**src/rtl/sm_icache.sv**
```systemverilog
// Direct-mapped instruction cache. Hits are answered combinationally. A miss
// refills the whole line from instruction memory, one word per mem_valid, in ascending order.
module sm_icache #(
  parameter int ADDR_W  = 32,
  parameter int INDEX_W = 4,
  parameter int OFF_W   = 2
) (
  input  logic              clk,
  input  logic              rst,
  input  logic              cpu_req,
  input  logic [ADDR_W-1:0] cpu_addr,
  output logic [31:0]       cpu_rdata,
  output logic              cpu_ready,
  input  logic              flush,
  output logic              mem_req,
  output logic [ADDR_W-1:0] mem_addr,
  input  logic [31:0]       mem_rdata,
  input  logic              mem_valid
);
  localparam int TAG_W = ADDR_W - INDEX_W - OFF_W;
  localparam int LINES = 1 << INDEX_W;
  localparam int WORDS = 1 << (INDEX_W + OFF_W);
  localparam logic [OFF_W-1:0] CNT_LAST = '1;

  localparam logic [0:0] S_IDLE   = 1'b0;
  localparam logic [0:0] S_REFILL = 1'b1;

  logic [0:0]         state_q, state_d;
  logic [TAG_W-1:0]   r_tag_q, r_tag_d;
  logic [INDEX_W-1:0] r_idx_q, r_idx_d;
  logic [OFF_W-1:0]   cnt_q, cnt_d;
  logic [LINES-1:0]   valid_q, valid_d;

  logic [31:0]      data_q [WORDS];
  logic [TAG_W-1:0] tag_q  [LINES];

  logic [OFF_W-1:0]   off;
  logic [INDEX_W-1:0] idx;
  logic [TAG_W-1:0]   tag;
  logic               hit;
  logic               refill_wr;
  logic               refill_done;

  assign off = cpu_addr[OFF_W-1:0];
  assign idx = cpu_addr[OFF_W+INDEX_W-1:OFF_W];
  assign tag = cpu_addr[ADDR_W-1:OFF_W+INDEX_W];

  assign hit         = valid_q[idx] && (tag_q[idx] == tag);
  assign refill_wr   = (state_q == S_REFILL) && mem_valid;
  assign refill_done = refill_wr && (cnt_q == CNT_LAST);

  // A flush in the same cycle as a request suppresses the hit.
  assign cpu_ready = (state_q == S_IDLE) && cpu_req && !flush && hit;
  assign cpu_rdata = data_q[{idx, off}];

  assign mem_req  = (state_q == S_REFILL);
  assign mem_addr = mem_req ? {r_tag_q, r_idx_q, cnt_q} : '0;

  always_comb begin
    // NOTE: every _d is first defaulted to its _q so no path through this block can infer a latch.
    state_d = state_q;
    r_tag_d = r_tag_q;
    r_idx_d = r_idx_q;
    cnt_d   = cnt_q;
    valid_d = valid_q;

    if (state_q == S_IDLE) begin
      if (flush) begin
        valid_d = '0;
      end else if (cpu_req && !hit) begin
        r_tag_d      = tag;
        r_idx_d      = idx;
        valid_d[idx] = 1'b0;
        cnt_d        = '0;
        state_d      = S_REFILL;
      end
    end else if (mem_valid) begin
      cnt_d = cnt_q + OFF_W'(1);
      if (cnt_q == CNT_LAST) begin
        valid_d[r_idx_q] = 1'b1;
        state_d          = S_IDLE;
      end
    end
  end

  // NOTE: sequential state is updated with non-blocking assignments only, so every register samples pre-edge values.
  always_ff @(posedge clk) begin
    if (rst) begin
      state_q <= S_IDLE;
      r_tag_q <= '0;
      r_idx_q <= '0;
      cnt_q   <= '0;
      valid_q <= '0;
    end else begin
      state_q <= state_d;
      r_tag_q <= r_tag_d;
      r_idx_q <= r_idx_d;
      cnt_q   <= cnt_d;
      valid_q <= valid_d;
    end
  end

  // NOTE: the data and tag arrays are left out of reset; valid_q alone decides whether their contents mean anything.
  always_ff @(posedge clk) begin
    if (refill_wr) begin
      data_q[{r_idx_q, cnt_q}] <= mem_rdata;
    end
    if (refill_done) begin
      tag_q[r_idx_q] <= r_tag_q;
    end
  end
endmodule

```
**config.mk**
```make
export PLATFORM = sky130hd
export DESIGN_NAME = sm_icache
export DESIGN_NICKNAME = d
export VERILOG_FILES = /design/src/rtl/sm_icache.sv
export SDC_FILE = /design/constraint.sdc
export NUM_CORES = 2
export LEC_CHECK = 0
export BUFFER_PORTS_ARGS = -buffer_cell sky130_fd_sc_hd__buf_2
export CAP_MARGIN = 10
export CORE_ASPECT_RATIO = 0.8
export CORE_MARGIN = 3
export CORE_UTILIZATION = 50
export CTS_CLUSTER_SIZE = 10
export DETAILED_ROUTE_END_ITERATION = 8
export GPL_TIMING_DRIVEN = 1
export PLACE_DENSITY = 0.68
export REMOVE_ABC_BUFFERS = 1
export SYNTH_ARGS = -nofsm -noshare
export SYNTH_HDL_FRONTEND = slang
export SYNTH_SLANG_ARGS = --single-unit
```
**constraint.sdc**
```tcl
create_clock -name clk -period 3.46 [get_ports clk]
set_clock_uncertainty 0.05 [all_clocks]
set_input_delay 0.173 -clock clk [delete_from_list [all_inputs] [get_ports clk]]
set_output_delay 0.173 -clock clk [all_outputs]
set_load 0.02 [all_outputs]
```
==> metrics.md <==
| Metric | Value |
|---|---|
| Final worst setup slack | `-490 ps` |
| Placer Congestion | `0.886` |
| CTS buffer count | `303` |
| Input/output buffers | `134` |
| CTS Sinks | `2513` |
| Maximum vdd drop | `0.454 mV` |
| Power Density | `566 nW/um^2` |
| Die W | `498 um` |
| Failing checks | `setup timing` |
| Worst path arrival time | `3730 ps` |
| Starting Density | `0.507` |
| Final Hold Violating Endpoints | `0` |
| Remaining antenna violation count after routing | `0` |
| Wirelength per Cell | `36.7 um` |
| Max-capacitance violation count | `0` |
| Vias per inst | `6.78` |
| FMAX | `0.253 GHz` |
| Max-slew headroom | `0.198` |
| Ys Warns | `0` |
| Synth cell types | `71` |
| Hold path startpoint | `mem_valid` |
| Min Hold Slack | `183 ps` |
| Non-Filler Instances | `7589` |
| CTS tree | `done` |
| Fraction of registers with async set/reset | `0` |
| Clk buf depth | `4` |
| Post-DP Area | `104000 sq um` |
| Vias in the first global route | `50300` |
| Min cycle time layout | `3950 ps` |
| First-pass DRT Iterations | `5` |
| Syn-to-layout area delta | `16.2%` |
| Die Span Y | `400 um` |
| Die area | `199000 sq um` |
| CP endpoint kind | `primary output` |
| Drt total wl | `278000 um` |
| Post-route DRC | `0` |
| Initial antenna violation count | `7` |
| Htree depth | `5` |
| Root buffer cell | `clkbuf_16` |
| Total Power | `63.8 mW` |
| HP Class | `input pin to flip-flop` |
| Later-pin clock latency in the skew report | `940 ps` |
| DR vias | `51400` |
| Fin. max-slew vios | `0` |
| First-pass GRT wire length | `390000 um` |
| Startpoint types | `flip-flop` |
| Crit Path Max Fanout | `2` |
| Reg2reg start | `tag_q[12][11]` |
| Iter 0 DRT Violations | `8204` |
| Synth Register Bits | `2513` |
| Gr usage total | `0.280` |
| Setup TNS | `-490 ps` |
| Crit Path Class | `flip-flop to primary output` |
| Leakage power | `35.9 nW` |
| Largest net degree at the start of global routing | `65` |
| EDFF count, synth | `2464` |
| Area of the core | `191000 sq um` |
| GRT overflow | `0` |
| Final #Nets | `5064` |
| # rows | `143` |
| Ys flop type | `edfxtp_1` |
| Cell Area, Synth | `97000 sq um` |
| WP data required | `3240 ps` |
| Final period util | `1.14` |
| Crit path from | `tag_q[12][11]` |
| Mapped Cells | `4375` |
| RSZ-0062 raised after global routing | `true` |
| Worst-Margin Slew | `1200 ps` |
| Layout cell share with drive strength beyond 1 | `0.313` |
| Post-DP HPWL | `163000 um` |
| Final setup vio count | `1` |
| Final Instance Area | `113000 sq um` |
| Sequential element share of the synthesized area | `0.773` |
| Mean post-synth cell area | `22.2 sq um` |
| Worst-path clk slew | `50 ps` |
| Placed Cells | `7160` |
| Status | `finished, violations left` |
| IO Count | `135` |
-- synth_stat cells (all sizes together), types with 23 or more instances --
cell / count / area, sq um
nand2: 66 / 248
o21ai: 76 / 380
mux2i: 98 / 981
and2: 39 / 244
nor3: 26 / 135
nor2b: 42 / 263
buf: 96 / 578
a22oi: 170 / 1280
mux4: 645 / 14600
clkbuf: 148 / 556
nand4: 49 / 307
dfxtp: 49 / 981
nand3: 46 / 235
a21oi: 23 / 115
edfxtp: 2464 / 74000
nor2: 127 / 477
-- sequential cells by signal (all words and copies together) (netlist names) --
signal,cells
tag_q,416
mem_req,1
cnt_q,2
valid_q,16
r_idx_q,4
r_tag_q,26
data_q,2048
-- through the flow --
| step | setup WS [ps] | utilization |
|---|---|---|
| 6_report | -490 | 0.589 |
| 2_1_floorplan | -1060 | - |
| 3_3_place_gp | -202 | 0.543 |
| 4_1_cts | -602 | 0.588 |
| 5_1_grt | -547 | 0.589 |
| 3_5_place_dp | -182 | 0.543 |
-- power breakdown --
part           internal (mW)  switching [mW]
clock network           15.8            11.1
logic                   1.27            1.96
registers               33.6           0.167
total                   50.6            13.2
-- cell type report --
cell class	count	area (sq um)
well taps	2537	3170
repair buffers	559	4870
multi-input cells	1600	21600
clock inverters	11	111
clock buffers	348	7840
inverters	17	68.8
flip-flops and latches	2513	75000
diodes	4	10.0
fillers	13400	78800
-- cells by family (layout without fill, tap and decap cells) --
kind of cell	Yosys count	count (layout)	synth area share
adder cells (fa/ha/maj)	1	1	0.000129
AO/OA/AOI/OAI	375	375	0.0273
buffers and inverters	262	935	0.0124
XOR/XNOR	29	29	0.00262
multiplexers	751	751	0.161
AND/OR/NAND/NOR	444	444	0.0233
other	0	4	0
flip-flops	2513	2513	0.773
-- cell usage in the layout, fill, tap and decap left out, types with 8 or more instances in the layout --
cell type | netlist | layout
nor3b_1 | 17 | 17
dlygate4sd3_1 | 0 | 62
dfxtp_1 | 49 | 49
nor2_1 | 127 | 31
o21ai_0 | 73 | 72
nand3_1 | 45 | 43
nor2b_1 | 42 | 41
mux4_2 | 629 | 630
clkbuf_16 | 0 | 308
inv_1 | 15 | 14
mux4_1 | 16 | 15
clkbuf_1 | 148 | 41
xor2_1 | 10 | 10
and2_1 | 39 | 39
mux2i_1 | 98 | 98
a21oi_1 | 23 | 23
nor2_4 | 0 | 88
nand2_1 | 66 | 63
a31oi_1 | 18 | 17
mux2_2 | 8 | 8
xnor2_1 | 19 | 19
nand2b_1 | 9 | 8
edfxtp_1 | 2464 | 2464
a22o_1 | 10 | 10
nand4_1 | 49 | 49
a22oi_1 | 170 | 168
buf_2 | 26 | 127
nor2_2 | 0 | 8
buf_12 | 4 | 60
nor3_1 | 25 | 21
buf_4 | 12 | 300
o22ai_1 | 9 | 9
-- layer usage --
metal  routed length [um]  GRT usage  part of all wire  up-vias
met1               107000      0.419              0.39    27300
li1                     -          -                 -    19800
met2               122000      0.402              0.44     3785
met3                39200     0.0781              0.14      522
met4                 9560     0.0893             0.034        2
met5                   14          0          0.000050        -
-- worst max-delay path: stages, from the launching register on --
cell       delay (ps)
edfxtp_1          380
mux4_2            500
o2bb2ai_2         150
a2111oi_4         210
buf_4             180
a31oi_4           130
or4b_4            540
nor4_4            290
nand3_2           160
nor2_2            140
buf_6             140
-- repair_timing --
| item | 4_1_cts | 5_1_grt |
|---|---|---|
| setup buffers | 3 | 1 |
| hold buffers | 62 | 0 |
| setup endpoints to repair | 54 | 11 |
| pin swaps | 7 | 3 |
| hold endpoints to repair | 1919 | 0 |
| resized for setup | 16 | 12 |
| cloned | 0 | 1 |
-- final timing paths --
path / end / slack [ps] / cells after the start
hold reg to reg: valid_q[13] / 510 / 2
hold / removal: cnt_q[1] / 180 / 4
setup / recovery: cpu_ready / -490 / 10
setup reg to reg: valid_q[7] / 80 / 10
No activity file was read; power rests on OpenSTA's default activity.
